===== src/rtl/i2c_serial_engine.sv =====
// Byte-level I2C slave: filtered SCL/SDA, START/STOP detection, address match, pointer and burst R/W.
// Optional feature macro: I2C_CLOCK_STRETCH_EN (stretches SCL around each read-byte load).
module i2c_serial_engine #(
    parameter logic [6:0]  DEV_ADDR = 7'h3C,
    parameter int unsigned DEB_LEN  = 3
) (
    input  logic       clk,
    input  logic       rst_n,
    input  logic       scl_in,
    input  logic       sda_in,
    output logic       sda_oe,
    output logic       scl_oe,
    output logic [7:0] addr,
    output logic [7:0] dataIn,
    output logic       writeEn,
    input  logic [7:0] dataOut,
    output logic       busy
);
`ifdef I2C_CLOCK_STRETCH_EN
    localparam bit STRETCH_EN = 1'b1;
`else
    localparam bit STRETCH_EN = 1'b0;
`endif
    localparam logic [2:0] DEB_LAST = 3'(DEB_LEN - 1);

    typedef enum logic [3:0] {
        IDLE, DEV, ACK_DEV, REG, ACK_REG, WR, ACK_WR, RD, RACK, STRETCH, WAIT_STOP
    } state_t;

    // Index 0 = SCL, index 1 = SDA
    logic [1:0]      sync1_q, sync2_q, filt_q, filt_p_q;
    logic [1:0][2:0] cnt_q;

    always_ff @(posedge clk or negedge rst_n) begin
        if (!rst_n) begin
            sync1_q  <= '1;
            sync2_q  <= '1;
            filt_q   <= '1;
            filt_p_q <= '1;
            cnt_q    <= '0;
        end else begin
            sync1_q  <= {sda_in, scl_in};
            sync2_q  <= sync1_q;
            filt_p_q <= filt_q;
            for (int unsigned i = 0; i < 2; i++) begin
                if (sync2_q[i] == filt_q[i]) begin
                    cnt_q[i] <= '0;
                end else if (cnt_q[i] == DEB_LAST) begin
                    filt_q[i] <= sync2_q[i];
                    cnt_q[i]  <= '0;
                end else begin
                    cnt_q[i] <= cnt_q[i] + 3'd1;
                end
            end
        end
    end

    logic scl_f, sda_f, scl_rise, scl_fall, start_ev, stop_ev;
    assign scl_f    = filt_q[0];
    assign sda_f    = filt_q[1];
    assign scl_rise = scl_f & ~filt_p_q[0];
    assign scl_fall = ~scl_f & filt_p_q[0];
    assign start_ev = scl_f & filt_p_q[0] & filt_p_q[1] & ~sda_f;
    assign stop_ev  = scl_f & filt_p_q[0] & ~filt_p_q[1] & sda_f;

    state_t      state_q, state_d;
    logic [3:0]  bit_cnt_q, bit_cnt_d;
    logic [7:0]  shift_q, shift_d, addr_q, addr_d, data_q, data_d;
    logic [1:0]  str_cnt_q, str_cnt_d;
    logic        sda_oe_q, sda_oe_d, scl_oe_q, scl_oe_d;
    logic        wen_q, wen_d, inc_q, inc_d, busy_q, busy_d;
    logic [7:0]  byte_in;
    logic        last_bit;

    assign byte_in  = {shift_q[6:0], sda_f};
    assign last_bit = (bit_cnt_q == 4'd7);

    always_ff @(posedge clk or negedge rst_n) begin
        if (!rst_n) state_q <= IDLE;
        else        state_q <= state_d;
    end

    always_comb begin
        state_d = state_q;
        if (stop_ev) begin
            state_d = IDLE;
        end else if (start_ev) begin
            state_d = DEV;
        end else begin
            case (state_q)
                DEV:     if (scl_rise && last_bit)
                             state_d = (byte_in[7:1] == DEV_ADDR) ? ACK_DEV : WAIT_STOP;
                ACK_DEV: if (scl_fall && sda_oe_q)
                             state_d = shift_q[0] ? (STRETCH_EN ? STRETCH : RD) : REG;
                REG:     if (scl_rise && last_bit) state_d = ACK_REG;
                ACK_REG,
                ACK_WR:  if (scl_fall && sda_oe_q) state_d = WR;
                WR:      if (scl_rise && last_bit) state_d = ACK_WR;
                RD:      if (scl_fall && bit_cnt_q == 4'd8) state_d = RACK;
                RACK:    if (scl_rise && sda_f) state_d = WAIT_STOP;
                         else if (scl_fall) state_d = STRETCH_EN ? STRETCH : RD;
                STRETCH: if (str_cnt_q == 2'd0) state_d = RD;
                default: ;
            endcase
        end
    end

    // ACK states use sda_oe_q as the phase flag: first fall asserts, second fall releases and leaves.
    always_comb begin
        shift_d   = shift_q;
        bit_cnt_d = bit_cnt_q;
        sda_oe_d  = sda_oe_q;
        scl_oe_d  = scl_oe_q;
        addr_d    = inc_q ? addr_q + 8'd1 : addr_q;
        data_d    = data_q;
        wen_d     = 1'b0;
        inc_d     = wen_q;
        busy_d    = busy_q;
        str_cnt_d = str_cnt_q;
        if (stop_ev || start_ev) begin
            sda_oe_d  = 1'b0;
            scl_oe_d  = 1'b0;
            busy_d    = 1'b0;
            bit_cnt_d = '0;
        end else begin
            case (state_q)
                DEV, REG, WR: if (scl_rise) begin
                    shift_d   = byte_in;
                    bit_cnt_d = last_bit ? 4'd0 : bit_cnt_q + 4'd1;
                    if (last_bit) begin
                        if (state_q == DEV) busy_d = (byte_in[7:1] == DEV_ADDR);
                        if (state_q == REG) addr_d = byte_in;
                        if (state_q == WR) begin
                            data_d = byte_in;
                            wen_d  = 1'b1;
                        end
                    end
                end
                ACK_DEV, ACK_REG, ACK_WR: if (scl_fall) begin
                    sda_oe_d = ~sda_oe_q;
                    if (sda_oe_q && state_q == ACK_DEV && shift_q[0]) begin
                        if (STRETCH_EN) begin
                            scl_oe_d  = 1'b1;
                            str_cnt_d = 2'd2;
                        end else begin
                            shift_d   = dataOut;
                            sda_oe_d  = ~dataOut[7];
                            bit_cnt_d = '0;
                        end
                    end
                end
                RD: begin
                    if (scl_rise) bit_cnt_d = bit_cnt_q + 4'd1;
                    if (scl_fall)
                        sda_oe_d = (bit_cnt_q == 4'd8) ? 1'b0 : ~shift_q[3'd7 - bit_cnt_q[2:0]];
                end
                RACK: if (scl_rise && !sda_f) begin
                    addr_d = addr_q + 8'd1;
                end else if (scl_fall) begin
                    if (STRETCH_EN) begin
                        scl_oe_d  = 1'b1;
                        str_cnt_d = 2'd2;
                    end else begin
                        shift_d   = dataOut;
                        sda_oe_d  = ~dataOut[7];
                        bit_cnt_d = '0;
                    end
                end
                STRETCH: begin
                    str_cnt_d = str_cnt_q - 2'd1;
                    if (str_cnt_q == 2'd0) begin
                        scl_oe_d  = 1'b0;
                        shift_d   = dataOut;
                        sda_oe_d  = ~dataOut[7];
                        bit_cnt_d = '0;
                    end
                end
                WAIT_STOP: sda_oe_d = 1'b0;
                default: ;
            endcase
        end
    end

    always_ff @(posedge clk or negedge rst_n) begin
        if (!rst_n) begin
            shift_q   <= '0;
            bit_cnt_q <= '0;
            sda_oe_q  <= 1'b0;
            scl_oe_q  <= 1'b0;
            addr_q    <= '0;
            data_q    <= '0;
            wen_q     <= 1'b0;
            inc_q     <= 1'b0;
            busy_q    <= 1'b0;
            str_cnt_q <= '0;
        end else begin
            shift_q   <= shift_d;
            bit_cnt_q <= bit_cnt_d;
            sda_oe_q  <= sda_oe_d;
            scl_oe_q  <= scl_oe_d;
            addr_q    <= addr_d;
            data_q    <= data_d;
            wen_q     <= wen_d;
            inc_q     <= inc_d;
            busy_q    <= busy_d;
            str_cnt_q <= str_cnt_d;
        end
    end

    assign sda_oe  = sda_oe_q;
    assign scl_oe  = scl_oe_q;
    assign addr    = addr_q;
    assign dataIn  = data_q;
    assign writeEn = wen_q;
    assign busy    = busy_q;

endmodule


===== config.mk =====
export PLATFORM = sky130hd
export DESIGN_NAME = i2c_serial_engine
export DESIGN_NICKNAME = d
export VERILOG_FILES = /design/src/rtl/i2c_serial_engine.sv
export SDC_FILE = /design/constraint.sdc
export NUM_CORES = 1
export LEC_CHECK = 0
export CAP_MARGIN = 10
export CORE_MARGIN = 2
export CORE_UTILIZATION = 42
export CTS_CLUSTER_DIAMETER = 150
export CTS_CLUSTER_SIZE = 20
export DETAILED_ROUTE_END_ITERATION = 12
export PLACE_DENSITY_LB_ADDON = 0.15
export SLEW_MARGIN = 5
export SYNTH_ARGS = -nofsm -noshare
export SYNTH_HDL_FRONTEND = slang
export SYNTH_SLANG_ARGS = --single-unit

===== constraint.sdc =====
create_clock -name clk -period 5.4 [get_ports clk]
set_input_delay 1.35 -clock clk [delete_from_list [all_inputs] [get_ports clk]]
set_output_delay 1.35 -clock clk [all_outputs]
set_load 0.01 [all_outputs]

==> flow_summary.toml, run 1 <==
[die]
io_pins = 32
dieArea_um2 = 7950
dieWidth_um = 89.2
core-area_um2 = 7140
die_h_um = 89.2
start_util_pct = 42.7
num_rows = 31

[global_routing]
grt_max_degree = 53
grt_pass1_wl_mm = 11.2
grt-ovfl-total = 0
grt_use_total_pct = 18.2
antenna_found_initial = 0
grt_pass1_vias = 2199

[power]
power_leakage_nw = 1.50
ir_drop_uv = 208
total_power_w = 0.00174
powerDensity_nw_per_um2 = 496

[worst_setup_path]
crit_type = "reg -> out"
arrival_ps = 1360
worstPathCellList = "clkdlybuf4s50_1"
path_buf_inv = 1
cpPeakStageDelay_ps = 580
startpoint_type = "flip-flop"
crit_family = "buffers and inverters"
cp.required_ps = 4050
crit_path_end_kind = "output pin"
rr_worst_depth = 7
crit_path_max_fanout = 7
reg2reg_slack_ps = 2780
worst_r2r_startpoint = "state_q[3]$_DFFE_PN0P_"
slowest_stage = "clkdlybuf4s50_1"
rr_endpoint = "bit_cnt_q[3]$_DFFE_PN0P_"

[route]
drt_iter0_markers = 155
drtAntennaViolNets = 0
vias = 2425
firstDrtPassIters = 4
viasPerCell = 5.52
drt_wl_total_mm = 6.81
routedWlPerCell_um = 15.5
drc = 0

[logic_synthesis]
syn_avg_cell_area_um2 = 9.65
synthMuxAreaShare_pct = 9.24
yosysSeqAreaShare_pct = 43.0
yosys.area_share.simple_pct = 20.6
synthArstFlopShare_pct = 100
synth_nets = 332
ys_types = 64
syn-cell-area_um2 = 3050
synth_top_family_by_area = "simple AND/OR/NAND/NOR gates"
ys_seq_elements = 52
synth_top_cells_by_count = "dfrtp_1 (44), nor2_1 (28), nand2_1 (26), a21oi_1 (23), mux2_2 (13)"
netlist.area_leader.share_pct = 36.1
synthTopCellsByArea = "dfrtp_1 (36%), dfstp_2 (6.9%), mux2_2 (4.8%)"
synth_compound_area_share_pct = 18.1
synth_flop_cell = "dfrtp_1"
yosysWarnings = 0
synthMostInstantiatedCell = "dfrtp_1"
synth_top_area_cell = "dfrtp_1"
synthAdderAreaFrac_pct = 1.97
synth_edf_count = 0
synthXorXnorAreaFrac_pct = 2.87
syn_inst = 316

[sta]
drv_slew = 0
tightest_slew_ps = 963
timing.final.hold_violations = 0
tns_ps = 0
fin_ws_ps = 2690
clock_skew_ps = 9.06
finalCritPeriodShare_pct = 50.2
min_period_ps = 2710
max_slew_margin_pct = 34.9
setup_viol = 0
fmax_mhz = 369
rsz0062_at_grt = "no"

[min_path]
min_from = "sync1_q[0]$_DFF_PN1_"
hp-class = "reg -> reg"
hold-path-endpoint = "sync2_q[0]$_DFF_PN1_"
hold_depth = 0

[clock_tree]
post_cts_buffers = 0
cts-resized-gates = 0
clkSinkCount = 52
cts_tree = "done"
clockBufferDepth = 2
cts-buffers-inserted = 5
insertion_delay_ps = 300
clkTransAtPathRegs_ps = 100
h-tree-depth = 2
cts_hold_buf = 0
root_buffer = "clkbuf_8"

[placement]
place_congestion = 0.866
io_buffers = 30
dp_hpwl_mm = 4.71
place_ws_ps = 2680

[layout]
final_layout_size_suffix_gt1_share_pct = 12.4
diodes = 0
final_nets = 355
areaGrowthSynthToFinish_pct = 15.1

[run]
maxCapViolCount = 0

[status]
outcome = "complete, no violations"
how the worst max path moves through the flow:
stage                      startpoint                  endpoint  slack (ps)  depth (start not counted)
6_report            addr[3]$_DFF_PN0_                   addr[3]        2690                          1
5_1_grt        state_q[3]$_DFFE_PN0P_  bit_cnt_q[3]$_DFFE_PN0P_        2610                          7
4_1_cts             addr[3]$_DFF_PN0_                   addr[3]        2680                          1
3_5_place_dp               dataOut[7]        sda_oe$_DFFE_PN0P_        2680                          6
3_3_place_gp               dataOut[7]        sda_oe$_DFFE_PN0P_        2750                          6
2_1_floorplan              dataOut[7]        sda_oe$_DFFE_PN0P_        3310                          5
layout make-up:
class                           count  area [um^2]
Fill cell                         704         3630
Multi-Input combinational cell    239         1610
Sequential cell                    52         1310
Timing Repair Buffer               33          318
Tap cell                           99          124
Clock buffer                        6         72.6
Clock inverter                      2         38.8
Inverter                            8         30.0
worst register-to-register path, delay by kind of cell (launching register included):
kind | cells | cell delay, ps
AO/OA/AOI/OAI | 3 | 670
AND/OR/NAND/NOR | 3 | 820
buffers and inverters | 1 | 240
flip-flops | 1 | 780
power by group:
group	switching, W	internal (W)
registers	0.000217	0.000498
logic	0.000404	0.000348
clock network	0.000135	0.000140
registers in the layout (all words and copies together), names as in the netlist:
register,count
addr,8
bit_cnt_q,4
busy,1
cnt_q,6
dataIn,8
filt_p_q,2
filt_q,2
inc_q,1
sda_oe,1
shift_q,8
state_q,4
str_cnt_q,2
sync1_q,2
sync2_q,2
writeEn,1
stage by stage:
| stage | area [um^2] | std cells | utilization [%] | hold WS, ps |
|---|---|---|---|---|
| detailed placement | 3400 | 431 | 47.6 | 348 |
| CTS | 3510 | 439 | 49.2 | 362 |
| floorplan | 3050 | 316 | - | 345 |
| global placement | 3400 | 431 | 47.6 | 346 |
| finish | 3510 | 439 | 49.2 | 360 |
| global route | 3510 | 439 | 49.2 | 364 |
metal layers:
layer	track usage, %	up-vias	part of all wire, %
met4	3.39	0	0.43
met5	0	-	0
met2	27.7	53	46
met3	2.95	5	3.8
li1	-	1188	-
met1	27.5	1179	50
cells in the final DEF (no fill, tap or decap), types with 4 or more instances in the layout:
cell / n
o21ai_0: 8
nor2_1: 28
mux2_2: 13
a211oi_1: 8
a21o_1: 5
mux2i_1: 9
inv_1: 8
nor2b_1: 12
nand3_1: 9
clkbuf_8: 5
dfstp_2: 8
xor2_1: 6
nand2_1: 26
and3_1: 7
o21ai_1: 4
nor3_1: 6
a21oi_1: 23
a31oi_1: 4
dfrtp_1: 44
ha_1: 4
nand2b_1: 7
clkdlybuf4s50_1: 29
xnor2_1: 4
cell families (layout without fill, tap and decap cells):
| group | Yosys count | count (layout) |
|---|---|---|
| adder cells (fa/ha/maj) | 5 | 5 |
| multiplexers | 24 | 24 |
| buffers and inverters | 25 | 49 |
| other | 1 | 1 |
| flip-flops | 52 | 52 |
| AO/OA/AOI/OAI | 82 | 82 |
| XOR/XNOR | 10 | 10 |
| AND/OR/NAND/NOR | 117 | 117 |
Note: power is estimated with default switching activity, not from simulation.
==> inputs of run 2 (changes only) <==
Clock period 5.4 ns to 2.2 ns, I/O delays scaled along.
==> run 2 against run 1 <==
Effect of this change:
- first-iteration DRC count grew 25%
- clock power grew to 3.0 times the previous value
- die area is the same
- sequential share of layout area shrank 2.1 points
- non-clock buffer count grew 21
- largest power group unchanged
- highest routed layer unchanged
==> flow_summary.toml, run 2 (synthesized netlist as in run 1, its figures left out) <==
[layout]
final_layout_size_suffix_gt1_share_pct = 17.7
areaGrowthSynthToFinish_pct = 22.0
final_nets = 376
final_common_cell = "dfrtp_1"
final_cell_mix = "dfrtp_1 (44), clkdlybuf4s50_1 (29), nor2_1 (28)"
diodes = 0

[die]
dieWidth_um = 89.2
start_util_pct = 42.7
io_pins = 32
num_rows = 31
dieArea_um2 = 7950
die_h_um = 89.2
core-area_um2 = 7140

[global_routing]
grt_pass1_wl_mm = 11.7
grt_pass1_vias = 2340
grt_max_degree = 34
grt-ovfl-total = 0
antenna_found_initial = 0
grt_use_total_pct = 19.0

[route]
drt_iter0_markers = 194
drtAntennaViolNets = 0
vias = 2513
viasPerCell = 5.46
firstDrtPassIters = 4
drt_wl_total_mm = 7.05
drc = 0
routedWlPerCell_um = 15.3

[sta]
setup_viol = 0
max_slew_margin_pct = 66.3
finalCritPeriodShare_pct = 92.3
rsz0062_at_grt = "no"
drv_slew = 0
fmax_mhz = 492
min_period_ps = 2030
timing.final.hold_violations = 0
tns_ps = 0
clock_skew_ps = 13.4
worst_hold_slack_ps = 180
tightest_slew_ps = 503

[clock_tree]
cts-buffers-inserted = 5
clockBufferDepth = 2
cts-resized-gates = 0
post_cts_buffers = 0
cts_hold_buf = 0
h-tree-depth = 2
insertion_delay_ps = 320
clkSinkCount = 52
root_buffer = "clkbuf_8"
cts_tree = "done"
clkTransAtPathRegs_ps = 110

[power]
ir_drop_uv = 712
p_int_w = 0.00279
switching_share_pct = 41.1
power_leakage_nw = 1.62
p_seq_share_pct = 33.0
pwr-share-clk_pct = 17.2
combinationalPowerShare_pct = 49.8
powerDensity_nw_per_um2 = 1270
p_sw_w = 0.00195

[placement]
dp_hpwl_mm = 5.13
place_congestion = 0.884
io_buffers = 30

[worst_setup_path]
path_buf_inv = 0
cp.required_ps = 2400
crit_type = "reg -> reg"
cpPeakStageDelay_ps = 520
crit_path_end_kind = "flip-flop"
slowest_stage = "dfrtp_1"
crit_family = "simple AND/OR/NAND/NOR gates"
arrival_ps = 2230
worstPathCellList = "nor3b_2, a21oi_1, nand2b_1, a21o_1, and2_1, a211o_1"
crit_path_max_fanout = 10
startpoint_type = "flip-flop"

[status]
outcome = "complete, no violations"

[min_path]
hp-class = "in -> async"

[run]
maxCapViolCount = 0
-- run 2: cell count changes in the layout (fill, tap and decap cells not counted) --
cell and delta:
buf_4 +19, buf_12 +2, bufinv_16 +1, clkbuf_1 -1
-- run 2: path summary, 6_finish.rpt --
kind / start / end / slack [ps] / depth (start not counted)
setup / recovery: state_q[1]$_DFFE_PN0P_ / bit_cnt_q[3]$_DFFE_PN0P_ / 170 / 6
hold / removal: rst_n / state_q[0]$_DFFE_PN0P_ / 180 / 1
setup reg to reg: state_q[1]$_DFFE_PN0P_ / bit_cnt_q[3]$_DFFE_PN0P_ / 170 / 6
hold reg to reg: sync1_q[0]$_DFF_PN1_ / sync2_q[0]$_DFF_PN1_ / 360 / 0
max in group asynchronous: rst_n / sync2_q[1]$_DFF_PN1_ / 1400 / 2
min in group clk: sync1_q[0]$_DFF_PN1_ / sync2_q[0]$_DFF_PN1_ / 360 / 0
-- run 2: cell type report --
class                      count  area [um^2]
multi-input combinational    239         1610
clock buffer                   5         68.8
timing repair buffer          54          500
sequential                    52         1310
inverter                       8         30.0
clock inverter                 3         68.8
tap                           99          124
fill                         693         3420
-- run 2: routing by layer --
metal  wire (um)  GRT usage, %
met2        3380          29.8
met4          72          4.48
met1        3350          27.9
met5           0             0
met3         254          2.86
-- run 2: power groups by stage --
stage          clock network (W)  registers [W]  logic (W)
6_report                0.000817        0.00156    0.00236
5_1_grt                 0.000879        0.00161    0.00262
4_1_cts                 0.000837        0.00156    0.00237
3_5_place_dp                   0        0.00158    0.00237
3_3_place_gp                   0        0.00157    0.00235
2_1_floorplan                  0        0.00143    0.00175
-- run 2: metrics by stage --
stage                     std cells  instance area [um^2]  setup WS [ps]  utilization [%]  total power, W
after global placement          452                  3580            170             50.2         0.00392
after CTS                       460                  3720            165             52.1         0.00477
final                           460                  3720            169             52.1         0.00474
after floorplan                 316                  3050            270                -         0.00318
after global routing            460                  3720           15.8             52.1         0.00511
after detailed placement        452                  3580            203             50.2         0.00394
==> inputs of run 3 (changes only) <==
Settings changed: ABC_CLOCK_PERIOD_IN_PS from default to 1820.
Clock period 2.2 ns to 1.82 ns, I/O delays scaled along.
==> run 3 against run 2 <==
Effect of this change:
- the run now ends with negative setup slack left
- total power increased by 42%
- sequential power rose by 12%
- critical path depth increased by 2
- die area did not move
- global-route usage up 3.0 points
- routed wire length grew 19%
- via count is 9.0% higher
- combinational power is 75% higher
- critical path type unchanged
- highest routed layer unchanged
==> flow_summary.toml, run 3 (synthesized netlist as in run 1, its figures left out) <==
[clock_tree]
root_buffer = "clkbuf_8"
clkTransAtPathRegs_ps = 110
clockBufferDepth = 2
clkSinkCount = 52
cts-buffers-inserted = 5
h-tree-depth = 2
insertion_delay_ps = 330
cts_tree = "done"

[power]
pwr-share-clk_pct = 13.0
p_int_w = 0.00399
p_seq_share_pct = 26.0
switching_share_pct = 40.9
powerDensity_nw_per_um2 = 1570
p_sw_w = 0.00276
combinationalPowerShare_pct = 61.1
power_leakage_nw = 1.93
ir_drop_uv = 678

[min_path]
hp-class = "in -> async"

[worst_setup_path]
cpMostUsedCell = "buf_6"
cp.required_ps = 2040
startpoint_type = "flip-flop"
path_buf_inv = 3
crit_path_max_fanout = 4
crit_type = "reg -> reg"
worstPathCellList = "buf_6, nand2b_4, nor2_4, buf_12, o32ai_4, buf_6, nor2b_2, o41ai_2"
cpPeakStageDelay_ps = 590
arrival_ps = 2160
crit_path_end_kind = "flip-flop"
slowest_stage = "dfstp_2"
crit_family = "compound AO/OA/AOI/OAI gates"

[die]
dieArea_um2 = 7950
dieWidth_um = 89.2
num_rows = 31
io_pins = 32
core-area_um2 = 7140
start_util_pct = 42.7
die_h_um = 89.2

[status]
outcome = "finished with violations"
failed_checks = "negative setup slack"

[sta]
setup_viol = 32
clock_skew_ps = 13.3
drv_slew = 0
finalCritPeriodShare_pct = 107
min_period_ps = 1950
rsz0062_at_grt = "yes"
fmax_mhz = 514
fin_ws_ps = -126
timing.final.hold_violations = 0
worst_hold_slack_ps = 28.2

[route]
firstDrtPassIters = 4
drt_iter0_markers = 201
drc = 0
viasPerCell = 5.35
vias = 2739
routedWlPerCell_um = 16.4
drt_wl_total_mm = 8.40
drtAntennaViolNets = 0

[layout]
final_layout_size_suffix_gt1_share_pct = 37.8
final_cell_mix = "buf_4 (70), dfrtp_1 (37), clkdlybuf4s50_1 (27)"
areaGrowthSynthToFinish_pct = 41.4
diodes = 0
final_common_cell = "buf_4"
layoutNonFillerInstCount = 512
final_nets = 428
design_area_um2 = 4310

[placement]
io_buffers = 30
placed_cell_area_um2 = 3840
place_congestion = 0.928
dp_hpwl_mm = 5.79
dp.cells = 487

[global_routing]
grt_max_degree = 25
grt_pass1_wl_mm = 13.5
grt_use_total_pct = 22.0
antenna_found_initial = 0
grt-ovfl-total = 0
grt_pass1_vias = 2731

[run]
maxCapViolCount = 0
-- run 3: cell types whose count changed in the layout (fill, tap and decap cells not counted), sizes merged --
cell / previous run / this run
clkinv: 0 / 1
dlygate4sd2: 0 / 1
buf: 25 / 77
bufinv: 2 / 1
dlymetal6s2s: 0 / 1
clkdlybuf4s50: 29 / 27
inv: 9 / 8
clkbuf: 5 / 6
-- run 3: worst register-to-register path, stage by stage (launching register included) --
cell and delay (ps):
dfstp_2 590, buf_6 110, nand2b_4 150, nor2_4 60, buf_12 120, o32ai_4 310
buf_6 150, nor2b_2 40, o41ai_2 310
-- run 3: cell type report --
class	instances	area [um^2]
Fill cell	617	2830
Multi-Input combinational cell	239	1800
Sequential cell	52	1320
Timing Repair Buffer	106	916
Tap cell	99	124
Clock buffer	6	82.6
Clock inverter	2	38.8
Inverter	8	30.0
-- run 3: final timing paths --
path,startpoint,end,slack (ps),depth (start not counted)
max in group asynchronous,rst_n,sync1_q[0]$_DFF_PN1_,1190,2
setup / recovery,filt_p_q[0]$_DFF_PN1_,addr[6]$_DFF_PN0_,-130,8
hold reg to reg,sync1_q[1]$_DFF_PN1_,sync2_q[1]$_DFF_PN1_,360,0
setup reg to reg,filt_p_q[0]$_DFF_PN1_,addr[6]$_DFF_PN0_,-130,8
min in group clk,sync1_q[1]$_DFF_PN1_,sync2_q[1]$_DFF_PN1_,360,0
hold / removal,rst_n,str_cnt_q[0]$_DFFE_PN0P_,30,1
-- run 3: metrics by stage --
stage                     total power [W]  setup TNS (ps)  utilization (%)  setup WS, ps
after floorplan                   0.00389               0                -          2.26
after global routing              0.00721           -5200             60.4          -250
after global placement            0.00517           -2490             53.8          -150
after CTS                         0.00654           -1710             58.5          -110
after detailed placement          0.00523           -3610             53.8          -214
final                             0.00675           -2200             60.4          -126
-- run 3: repair_timing --
action	CTS	global route
setup buffers	10	8
gates cloned	1	0
hold buffers	0	0
pin swaps	20	6
resized for setup	30	22
endpoints found under the setup margin	32	39
-- run 3: power groups by stage --
stage	logic [W]	clock network [W]	registers [W]
CTS	0.00391	0.000890	0.00174
global route	0.00449	0.000934	0.00179
global placement	0.00342	0	0.00175
finish	0.00412	0.000874	0.00175
floorplan	0.00215	0	0.00174
detailed placement	0.00347	0	0.00176
-- run 3: routing by layer --
layer  up-vias  global-route usage, %  share of wire [%]  wire [um]
met3         9                   3.79                3.2        269
met5         -                      0                  0          0
met4         0                   6.38                1.5        128
met2        52                   34.9                 48       4030
li1       1333                      -                  -          -
met1      1345                   31.0                 47       3980
